**config.mk**
```make
export PLATFORM = sky130hd
export DESIGN_NAME = mux41_rr_arbiter
export DESIGN_NICKNAME = d
export VERILOG_FILES = /design/src/rtl/mux41_arb_pkg.sv /design/src/rtl/mux41_rr_arbiter_rr_pick.sv /design/src/rtl/mux41_rr_arbiter.sv
export SDC_FILE = /design/constraint.sdc
export NUM_CORES = 1
export LEC_CHECK = 0
export ABC_AREA = 1
export CAP_MARGIN = 5
export CORE_MARGIN = 2
export CORE_UTILIZATION = 30
export DETAILED_ROUTE_END_ITERATION = 7
export SYNTH_ARGS = -nofsm -noshare
export SYNTH_HDL_FRONTEND = slang
export SYNTH_SLANG_ARGS = --single-unit
```
**constraint.sdc**
```tcl
create_clock -name clk -period 4 [get_ports clk]
set_clock_uncertainty 0.2 [all_clocks]
set_input_delay 0.4 -clock clk [delete_from_list [all_inputs] [get_ports clk]]
set_output_delay 0.4 -clock clk [all_outputs]
set_load 0.05 [all_outputs]
```
**src/rtl/mux41_arb_pkg.sv**
```systemverilog
`default_nettype none
// ============================================================================
//  Module      : mux41_arb_pkg
//  Description : Shared types, constants and helpers for the round-robin
//                arbiter that drives the select pair of the 4:1 mux (m41).
//  Contents    : NUM_REQ / SEL_W constants, arbiter state enum, onehot().
//  Revision    : 1.0 - initial release
// ============================================================================
package mux41_arb_pkg;

  localparam int NUM_REQ = 4;
  localparam int SEL_W   = 2;

  typedef enum logic [0:0] {
    IDLE  = 1'b0,
    GRANT = 1'b1
  } state_e;

  // One-hot decode of a requester index.
  function automatic logic [NUM_REQ-1:0] onehot(input logic [SEL_W-1:0] idx);
    onehot      = '0;
    onehot[idx] = 1'b1;
  endfunction

endpackage : mux41_arb_pkg
`default_nettype wire

```
**src/rtl/mux41_rr_arbiter_rr_pick.sv**
```systemverilog
`default_nettype none
// ============================================================================
//  Module      : rr_pick
//  Description : Combinational round-robin selector. Scans indices
//                last_ptr+1 .. last_ptr+4 (mod 4) and returns the first one
//                with its request bit set. last_ptr itself is scanned last.
//  Ports       : req_i       [3:0] request vector
//                last_ptr_i  [1:0] index of the most recent grant
//                pick_o      [1:0] winning index (valid when any_valid_o)
//                any_valid_o       at least one request bit is set
//  Revision    : 1.0 - initial release
// ============================================================================
module rr_pick
  import mux41_arb_pkg::*;
(
  input  logic [NUM_REQ-1:0] req_i,
  input  logic [SEL_W-1:0]   last_ptr_i,
  output logic [SEL_W-1:0]   pick_o,
  output logic               any_valid_o
);

  logic [SEL_W-1:0] idx;

  // Walk the scan order backwards so the closest candidate is assigned last
  // and therefore wins. The SEL_W-bit add provides the mod-4 wrap.
  always_comb begin
    pick_o      = last_ptr_i;
    any_valid_o = |req_i;
    idx         = last_ptr_i;
    for (int k = NUM_REQ; k >= 1; k--) begin
      idx = last_ptr_i + SEL_W'(k);
      if (req_i[idx]) begin
        pick_o = idx;
      end
    end
  end

endmodule : rr_pick
`default_nettype wire

```
**src/rtl/mux41_rr_arbiter.sv**
```systemverilog
`default_nettype none
// ============================================================================
//  Module      : mux41_rr_arbiter
//  Description : Round-robin arbiter sharing the m41 4:1 mux between four
//                requesters, with a hold limit that rotates the grant away
//                from an owner that has kept it MAX_HOLD cycles while others
//                wait.
//  Ports       : clk           clock, rising edge
//                rst_n         asynchronous active-low reset
//                req     [3:0] request vector, req[i] = source Di wants Y
//                gnt     [3:0] registered one-hot grant, zero when idle
//                sel     [1:0] registered {S1,S0} = owner index, to m41
//                busy          registered, equals |gnt
//                preempt       one-cycle pulse on a hold-limit rotation
//  Revision    : 1.0 - initial release
// ============================================================================
module mux41_rr_arbiter
  import mux41_arb_pkg::*;
#(
  parameter int MAX_HOLD = 8,
  parameter int NUM_REQ  = 4
) (
  input  logic               clk,
  input  logic               rst_n,
  input  logic [NUM_REQ-1:0] req,
  output logic [NUM_REQ-1:0] gnt,
  output logic [SEL_W-1:0]   sel,
  output logic               busy,
  output logic               preempt
);

  if (NUM_REQ != 4) begin : g_bad_num_req
    $error("mux41_rr_arbiter: NUM_REQ must be 4 to match m41");
  end

  if (MAX_HOLD < 1 || MAX_HOLD > 255) begin : g_bad_max_hold
    $error("mux41_rr_arbiter: MAX_HOLD must be in 1..255");
  end

  localparam int               HOLD_W    = $clog2(MAX_HOLD + 1);
  localparam logic [HOLD_W-1:0] HOLD_LAST = HOLD_W'(MAX_HOLD - 1);

  state_e               state_q,   state_d;
  logic [NUM_REQ-1:0]   gnt_q,     gnt_d;
  logic [SEL_W-1:0]     sel_q,     sel_d;
  logic                 busy_q,    busy_d;
  logic                 preempt_q, preempt_d;
  logic [HOLD_W-1:0]    hold_q,    hold_d;
  logic [SEL_W-1:0]     last_q,    last_d;

  logic [SEL_W-1:0]     pick;
  logic                 any_valid;
  logic                 owner_req;
  logic                 others_pending;
  logic                 do_grant;

  rr_pick u_rr_pick (
    .req_i       (req),
    .last_ptr_i  (last_q),
    .pick_o      (pick),
    .any_valid_o (any_valid)
  );

  // While granted, last_q equals the owner, so the owner is only picked when
  // nobody else is requesting.
  assign owner_req      = req[sel_q];
  assign others_pending = |(req & ~onehot(sel_q));

  // State register
  always_ff @(posedge clk or negedge rst_n) begin
    if (!rst_n) begin
      state_q   <= IDLE;
      gnt_q     <= '0;
      sel_q     <= '0;
      busy_q    <= 1'b0;
      preempt_q <= 1'b0;
      hold_q    <= '0;
      last_q    <= 2'b11;
    end else begin
      state_q   <= state_d;
      gnt_q     <= gnt_d;
      sel_q     <= sel_d;
      busy_q    <= busy_d;
      preempt_q <= preempt_d;
      hold_q    <= hold_d;
      last_q    <= last_d;
    end
  end

  // Next-state logic
  always_comb begin
    state_d   = state_q;
    gnt_d     = gnt_q;
    sel_d     = sel_q;
    busy_d    = busy_q;
    preempt_d = 1'b0;
    hold_d    = hold_q;
    last_d    = last_q;
    do_grant  = 1'b0;

    case (state_q)
      IDLE: begin
        do_grant = any_valid;
      end
      GRANT: begin
        if (!owner_req) begin
          // Release: hand over on the same edge if anyone else is waiting.
          if (any_valid) begin
            do_grant = 1'b1;
          end else begin
            state_d = IDLE;
            gnt_d   = '0;
            busy_d  = 1'b0;
            hold_d  = '0;
          end
        end else if (others_pending && hold_q == HOLD_LAST) begin
          do_grant  = 1'b1;
          preempt_d = 1'b1;
        end else if (hold_q != HOLD_LAST) begin
          // Counter saturates so late contention preempts on the next edge.
          hold_d = hold_q + 1'b1;
        end
      end
      default: begin
        state_d = IDLE;
        gnt_d   = '0;
        busy_d  = 1'b0;
        hold_d  = '0;
      end
    endcase

    if (do_grant) begin
      state_d = GRANT;
      gnt_d   = onehot(pick);
      sel_d   = pick;
      busy_d  = 1'b1;
      hold_d  = '0;
      last_d  = pick;
    end
  end

  // Output logic: every output comes straight from a register.
  always_comb begin
    gnt     = gnt_q;
    sel     = sel_q;
    busy    = busy_q;
    preempt = preempt_q;
  end

endmodule : mux41_rr_arbiter
`default_nettype wire

```
After elaboration in Yosys (flattened, before gate mapping)
Cells that the tools add are included.

Logic and storage cells: 73. Output and inout bits: 8. Bits of input ports: 6. Bits in registers: 15.

Multiplexer cells: 37. $lt $le $gt $ge: 7. Add/subtract/negate cells: 4. Reduce and logical (&&, ||, !) cells: 8. Bitwise operators: 3. Equality and inequality tests: 7.

Operator list (count): 2-to-1 mux 4 bit (9); 2-to-1 mux 1 bit (18); < comparator 2 x 3 -> 1 bit, second input constant (5); binary-select mux 1 bit (select 2 bit) (4); OR reduction 4 bit (2); 2-to-1 mux 2 bit (3); inequality test 3 x 1 -> 1 bit, second input constant (2); adder 2 bit, second input constant (2); adder 4 x 1 -> 4 bit, second input constant (1); AND 4 bit (1); demux 1 bit (select 2 bit) (2); == test 4 x 3 -> 1 bit, second input constant (1); greater-or-equal comparator 2 x 1 -> 1 bit, second input constant (2); inequality test 2 x 1 -> 1 bit, second input constant (2); inequality test 4 x 3 -> 1 bit, second input constant (1); inverter 4 bit (1); AND reduction 4 bit (1); logical AND 1 bit (3); inequality test 3 bit, second input constant (1); AND reduction 3 bit (1); adder 2 x 1 -> 2 bit, second input constant (1); one-hot mux 1 bit (2 select lines) (1); nonzero test 2 bit (1); inverter 1 bit (1).

Logic depth before layout (Yosys ltp)
Gate-level depths: netlist (run 1).

Word-level depth: 13. Mapped depth: 13. Depth with buffers taken out: 12.

Modules after synthesis
A second synthesis (run 1) with hierarchy kept.

Cell total of the unflattened synthesis: 148. Area, all modules: 1079.8 um^2.

By module, submodules not included: mux41_rr_arbiter (area each 875.8 um^2, times used 1, cells an instance 105, seq. area each 377.9 um^2); rr_pick (area each 203.9 um^2, times used 1, cells an instance 43, seq. area each 0.0 um^2).

Worst setup path before layout (run 1)
No wires, ideal clock.

Path type: register -> register. Start point: register sel_q[0] (netlist: sel[0]). End point: register gnt_q[1] (netlist: gnt[1]). Cell stages (with the launch flop): 12. Path buffers: 0. Library setup time: 0.118 ns. Data arrival time: 1.498 ns. Setup slack: 2.184 ns. Cells stage by stage: dfrtp_1 -> inv_2 -> nand2_1 -> nand2_1 -> nand2_1 -> nand2_2 -> o21ai_1 -> nand2_2 -> nand2_2 -> clkinv_1 -> nand2_1 -> nand2_1.

Word-level cells in the longest chain between the ends: 13.

Ends and longest elaborated chain: start: declaration (line mux41_rr_arbiter.sv:45) `logic [SEL_W-1:0] sel_q, sel_d;`; start signal: assignment (line mux41_rr_arbiter.sv:82) `sel_q <= sel_d;`; < comparator 2 x 3 -> 1 bit (not written as such) or greater-or-equal comparator 2 x 1 -> 1 bit (tied branches) (line mux41_arb_pkg.sv:22) `onehot[idx] = 1'b1;`; logical AND 1 bit (not written as such) (line mux41_arb_pkg.sv:22); 2-to-1 mux 1 bit (not written as such) (line mux41_arb_pkg.sv:22); demux 1 bit (select 2 bit) (line mux41_arb_pkg.sv:22); inverter 4 bit (line mux41_rr_arbiter.sv:67) `assign others_pending = |(req & ~onehot(sel_q));`; AND 4 bit (line mux41_rr_arbiter.sv:67); OR reduction 4 bit (line mux41_rr_arbiter.sv:67); logical AND 1 bit (line mux41_rr_arbiter.sv:116) `end else if (others_pending && hold_q == HOLD_LAST) begin`; 2-to-1 mux 1 bit (line mux41_rr_arbiter.sv:116); 2-to-1 mux 1 bit (line mux41_rr_arbiter.sv:106) `if (!owner_req) begin`; one-hot mux 1 bit (2 select lines) (line mux41_rr_arbiter.sv:101) `case (state_q)`; inequality test 2 x 1 -> 1 bit (no line) or nonzero test 2 bit (tied branches); AND reduction 3 bit (no line); end signal: assignment (line mux41_rr_arbiter.sv:81) `gnt_q <= gnt_d;`; end: declaration (line mux41_rr_arbiter.sv:44) `logic [NUM_REQ-1:0] gnt_q, gnt_d;`.

Parallel ways exist; a longest one is shown, timed or not. The select of a mux whose other input is x is not followed. A chain may end at the register's enable or synchronous reset.

Final worst setup path (run 1)
Start point: register sel_q[0] (netlist: sel[0]). End point: output port sel[0].

RTL lines: end: declaration (line mux41_rr_arbiter.sv:27) `output logic [SEL_W-1:0] sel,`.

No word-level cell between the ends.

==> results of run 1 <==
-- synth_stat cells (all sizes together) --
library cell / n
nand4: 1
or2: 1
o21bai: 1
a21oi: 2
nor2: 7
a22oi: 1
ha: 1
inv: 17
buf: 1
a21boi: 1
dfrtp: 13
o21ai: 8
nand3: 8
clkinv: 1
nand2: 73
dfstp: 2
-- cell type report --
type                            count  area share (%)
Inverter                           18            5.96
Clock buffer                        4            2.23
Multi-Input combinational cell    104            43.9
Timing Repair Buffer               13            11.1
Tap cell                           44            4.68
Sequential cell                    15            32.1
-- kinds of logic (layout without fill, tap and decap cells) --
| group | after synthesis | count (layout) | share of synthesized area [%] |
|---|---|---|---|
| buf+inv | 19 | 35 | 8.33 |
| simple gates | 90 | 90 | 42.3 |
| flops | 15 | 15 | 38.7 |
| fa+ha+maj | 1 | 1 | 1.28 |
| compound gates | 13 | 13 | 9.36 |
-- flip-flops by register name, summed over array words and instances (netlist names) --
signal / count
preempt: 1
gnt: 4
last_q: 2
busy: 1
state_q: 1
hold_q: 4
sel: 2
-- cell usage in the layout (no fill, tap or decap) --
master	n
inv_4	1
a21boi_1	1
nand3_1	7
clkbuf_4	3
nand2_2	13
a22oi_1	1
dfrtp_1	13
inv_1	11
o21ai_2	3
nand4_1	1
o21ai_0	3
clkinv_1	1
o21bai_1	1
or2_1	1
clkdlybuf4s50_1	13
dfstp_2	2
nor2_4	1
clkbuf_1	1
nand3_2	1
nand2_4	2
a21oi_2	2
nor2_1	6
o21ai_1	2
ha_1	1
nand2_1	58
inv_2	5
-- routing by layer --
metal,vias to the layer above,routed length [um],track usage (%)
met5,-,0,0
met4,0,27,4.66
met3,5,67,4.41
met2,11,990,21.3
met1,407,951,17.2
li1,458,-,-
-- power by group through the flow --
stage               Combinational (mW)  Clock, mW  Sequential, mW
finish                           0.626     0.0916           0.278
global route                     0.706      0.105           0.287
CTS                              0.634     0.0944           0.279
detailed placement               0.630          0           0.281
global placement                 0.620          0           0.280
floorplan                        0.409          0           0.359
-- worst paths after layout --
check | startpoint | endpoint | slack, ns | cells past startpoint
worst max-delay path | sel[0]$_DFFE_PN0P_ | sel[0] | 1.77 | 1
worst min-delay path | gnt[2]$_DFFE_PN0P_ | gnt[2]$_DFFE_PN0P_ | 0.29 | 2
min in group asynchronous | rst_n | preempt$_DFF_PN0_ | 0.30 | 1
max in group asynchronous | rst_n | sel[1]$_DFFE_PN0P_ | 2.86 | 1
worst max register to register | last_q[0]$_DFFE_PN1P_ | last_q[0]$_DFFE_PN1P_ | 2.18 | 10
worst min register to register | gnt[2]$_DFFE_PN0P_ | gnt[2]$_DFFE_PN0P_ | 0.29 | 2
-- metrics by stage --
stage          power [mW]  setup slack [ns]  instance area [um^2]
6_report            0.996              1.77                  1180
5_1_grt              1.10              1.68                  1180
4_1_cts              1.01              1.74                  1180
3_5_place_dp        0.911              1.85                  1150
3_3_place_gp        0.899              1.89                  1150
2_1_floorplan       0.769              2.18                   976
==> summary.txt, run 1 <==
Run status
  • Outcome: complete, no violations

Synth
  • Netlist Area Pre-Place: slightly below 0.001 mm^2
  • Area leader, netlist: dfrtp_1
  • Seq cells post-synth: 15
  • Post-synth top area share: 33.3%
  • Synth Area per Inst: between 7 and 8 um^2
  • Cell variety after synth: 24
  • Yosys warning count: 0
  • Post-Syn Instances: 138
  • Register area share after synthesis: 38.7%
  • Largest cells by area after synthesis: dfrtp_1 (33%), nand2_1 (22%), nand2_2 (8.3%), dfstp_2 (5.4%), inv_1 (4.2%)
  • Syn nets: 145

Worst setup path
  • Worst EP required: 3.40 ns
  • Startpoint types: register
  • Crit-path max FO: 8
  • Max incr delay on CP: 0.85 ns
  • WP buf/inv: 1
  • Family with the most delay on the worst path: buffers and inverters
  • Slowest-stage cell, CP: clkdlybuf4s50_1
  • Kind of critical path: register to output port
  • Worst path cell trace: clkdlybuf4s50_1
  • Critical path data arrival time: between 1.5 and 2 ns
  • Crit. End Element: output port

Timing
  • Min Tclk post-route: 2.23 ns
  • Max transition margin: 54.7%
  • Least-Margin Pin Slew: 0.678 ns
  • Setup TNS: 0 ns
  • FMAX: 448 MHz
  • Final setup fails: 0
  • Period utilization: 55.8%
  • RSZ-0062 raised after global routing: false
  • Final Hold Viols: 0
  • Slew Limit Fails: 0
  • Hold Slack: around 0.29 ns

Routing
  • DR pass1 iterations: 4
  • Post-DR vias/cell: 4.45
  • Iteration-0 DRC Markers: 16
  • Detailed-route wire length per cell: 10.3 um
  • Drt total wl: 2040 um
  • DRC Markers: 0
  • Detail Route Antenna Nets: 0
  • Via count: 881

Placement
  • Inst Count DP: 194
  • Gpl congestion: between 0.8 and 0.9
  • # port buffers: 13
  • DP HPWL: roughly 1600 um

Floorplan
  • Die Wd: 61.0 um
  • Core ar.: 0.00308 mm^2
  • Total die area: between 0.003 and 0.004 mm^2
  • Initial Util: 31.7%
  • Die H: 61.0 um
  • # IOs: 14
  • Std cell rows: 20

Global routing
  • Largest net degree at the start of global routing: 16
  • Global route overflow: 0
  • Initial antenna violation count: 0
  • GR Util All Layers: 13.4%
  • First-pass GRT wire length: 3650 um
  • Vias in the first global route: 836

Pwr
  • Switching fraction of total power: 53.1%
  • Clock network power share: under 10%
  • VDD IR max: 399 uV
  • Comb pwr share: 62.9%
  • Pwr dens: 847 mW/mm^2
  • Sequential power share: 27.9%
  • LEAKAGE: 0.603 nW
  • Switch Pwr: about 0.53 mW
  • Pint: 0.468 mW

Clock network
  • CTS max path bufs: 2
  • CTS tree: built
  • Clk slew on worst S/H paths: 0.09 ns
  • # hold bufs at CTS: 0
  • H-tree depth: 1
  • CTS Sinks: 15
  • CTS root buffer: clkbuf_4
  • Cts repair resizes: 0
  • Setup Buffers After CTS: 0
  • CTS buffer count: 3
  • Clock latency on the worst-skew pair: about 0.30 ns

Min path
  • Hold Crit Class: register to register

Final layout
  • Post-Layout Cell Count: 198
  • Final core occ: 38.2%
  • Register area: 378 um^2
  • Area of the multi-input gates: 517 um^2
  • Layout area overhead: 20.5%
  • # fillers: 309
  • Ant. Diodes: 0
  • Nets@finish: 162
  • Layout cells sized above 1: 21.4%

Run
  • Maxcap violations: 0
(Power assumes the default switching activity.)
==> run 2, diff against run 1 <==
clock period = 1.9 ns   (was 4 ns; I/O delays follow)
==> summary.txt, run 2 (same netlist as run 1, synthesis figures left out) <==
Floorplan
  • # IOs: 14 (unchanged)
  • Total die area: 0.00373 mm^2 (unchanged)
  • Initial Util: 31.7% (unchanged)
  • Die Wd: 61.0 um (unchanged)
  • Std cell rows: 20 (unchanged)
  • Die H: 61.0 um (unchanged)
  • Core ar.: 0.00308 mm^2 (unchanged)

Pwr
  • Pwr Total: 2.11 mW (+110%)
  • Pwr dens: 1760 mW/mm^2 (+110%)
  • VDD IR max: 547 uV (+37%)
  • LEAKAGE: 0.636 nW (+5.5%)

Global routing
  • Vias in the first global route: 818 (-2.2%)
  • Global route overflow: 0 (unchanged)
  • Largest net degree at the start of global routing: 16 (unchanged)
  • First-pass GRT wire length: 3510 um (-4.0%)
  • GR Util All Layers: 12.6% (-0.83 points)
  • Initial antenna violation count: 0 (unchanged)

Worst setup path
  • Startpoint types: register
  • Worst path cell trace: clkdlybuf4s50_1
  • Critical path data arrival time: 1.44 ns (-0.19 ns)
  • WP buf/inv: 1 (unchanged)
  • Kind of critical path: register to output port
  • Max incr delay on CP: 0.80 ns (-0.05 ns)
  • Worst EP required: 1.51 ns (-1.89 ns)
  • Family with the most delay on the worst path: buffers and inverters
  • Capture point of the critical path: gnt[2]
  • Crit. End Element: output port
  • Crit-path max FO: 2 (-6)
  • R2R setup slack: 0.11 ns (-2.07 ns)
  • R2r startpoint: last_q[0]$_DFFE_PN1P_
  • Crit path depth: 1 (unchanged)
  • Worst reg-to-reg path cell count: 10 (unchanged)
  • Slowest-stage cell, CP: clkdlybuf4s50_1
  • Setup crit start: gnt[2]$_DFFE_PN0P_
  • Worst r2r dst: gnt[1]$_DFFE_PN0P_

Routing
  • Iteration-0 DRC Markers: 16 (unchanged)
  • Drt total wl: 2060 um (+1.3%)
  • Post-DR vias/cell: 4.47 (+0.47%)
  • DRC Markers: 0 (unchanged)
  • DR pass1 iterations: 4 (unchanged)
  • Detail Route Antenna Nets: 0 (unchanged)
  • Via count: 903 (+2.5%)
  • Detailed-route wire length per cell: 10.2 um (-0.68%)

Final layout
  • Ant. Diodes: 0 (unchanged)
  • Commonest non-fill, non-tap cell in the layout: nand2_1
  • Most frequent cells in the layout: nand2_1 (58), nand2_2 (13), dfrtp_1 (13)
  • Layout area overhead: 22.8%
  • Fin area: 0.00120 mm^2 (+1.9%)
  • Layout cells sized above 1: 25.9% (+4.5 points)
  • Nets@finish: 166 (+2.5%)
  • Final core occ: 38.9% (+0.73 points)

Clock network
  • CTS max path bufs: 2 (unchanged)
  • Clk slew on worst S/H paths: 0.09 ns (about the same)
  • CTS root buffer: clkbuf_4
  • Clock latency on the worst-skew pair: 0.29 ns (about the same)
  • CTS tree: built
  • CTS buffer count: 3 (unchanged)
  • CTS Sinks: 15 (unchanged)
  • H-tree depth: 1 (unchanged)

Timing
  • Max transition margin: 66.8% (+12 points)
  • Final setup margin: 0.0744 ns (-1.69 ns)
  • FMAX: between 500 and 600 MHz
  • Slew Limit Fails: 0 (unchanged)
  • Final setup fails: 0 (unchanged)
  • Period utilization: between 90% and 100%
  • Least-Margin Pin Slew: 0.497 ns (-0.181 ns)
  • Final Hold Viols: 0 (unchanged)
  • Setup TNS: 0 ns (unchanged)
  • Min Tclk post-route: about 1.8 ns

Min path
  • Worst Min Path Start: busy$_DFFE_PN0P_
  • Hold Crit Class: register to register

Placement
  • Gpl congestion: 0.798 (-0.66%)
  • DP HPWL: 1580 um (+1.2%)
  • Setup WS pre-CTS: -0.0212 ns (-1.87 ns)
  • Placed Area: 0.00114 mm^2 (-0.43%)
  • # port buffers: 13 (unchanged)

Run
  • Maxcap violations: 0 (unchanged)

Run status
  • Outcome: complete, no violations
## run 2: cell count changes in the layout (fill, tap and decap cells not counted)
| cell | before | now |
|---|---|---|
| buf_4 | 0 | 8 |
| clkdlybuf4s50_1 | 13 | 7 |
| dlygate4sd3_1 | 0 | 1 |
| dlymetal6s2s_1 | 0 | 1 |
## run 2: layout make-up
type	count	area, um^2
clock buffers	4	26.3
fillers	335	1880
inverters	18	70.1
multi-input cells	104	517
flip-flops and latches	15	378
well taps	44	55.1
repair buffers	17	153
## run 2: report_power, final
part | internal, mW | total [mW] | switching (mW)
sequential | 0.459 | 0.581 | 0.122
combinational | 0.453 | 1.34 | 0.890
clock | 0.0817 | 0.188 | 0.106
total | 0.994 | 2.11 | 1.12
## run 2: metal layers
| metal | track usage [%] | up-vias | routed length, um |
|---|---|---|---|
| met4 | 3.73 | 0 | 52 |
| li1 | - | 470 | - |
| met2 | 20.2 | 12 | 1000 |
| met5 | 0 | - | 0 |
| met1 | 16.1 | 413 | 921 |
| met3 | 4.20 | 8 | 84 |
## run 2: metrics by stage
stage / std cells / hold WS (ns)
after floorplan: 138 / -0.306
after global placement: 195 / 0.270
after detailed placement: 195 / 0.266
after CTS: 200 / 0.301
after global routing: 202 / 0.340
final: 202 / 0.287
## run 2: worst min-delay path by stage
stage | cells after the start | to
2_1_floorplan | 0 | busy$_DFFE_PN0P_
6_report | 2 | busy$_DFFE_PN0P_
3_5_place_dp | 2 | gnt[3]$_DFFE_PN0P_
4_1_cts | 2 | gnt[3]$_DFFE_PN0P_
3_3_place_gp | 2 | gnt[2]$_DFFE_PN0P_
5_1_grt | 2 | gnt[0]$_DFFE_PN0P_
## run 2: timing repair
item | in CTS | in global routing
endpoints found under the setup margin | 0 | 4
setup buffers | 0 | 2
resized for setup | 0 | 1
endpoints found under the hold margin | 7 | 0
hold buffers | 1 | 0
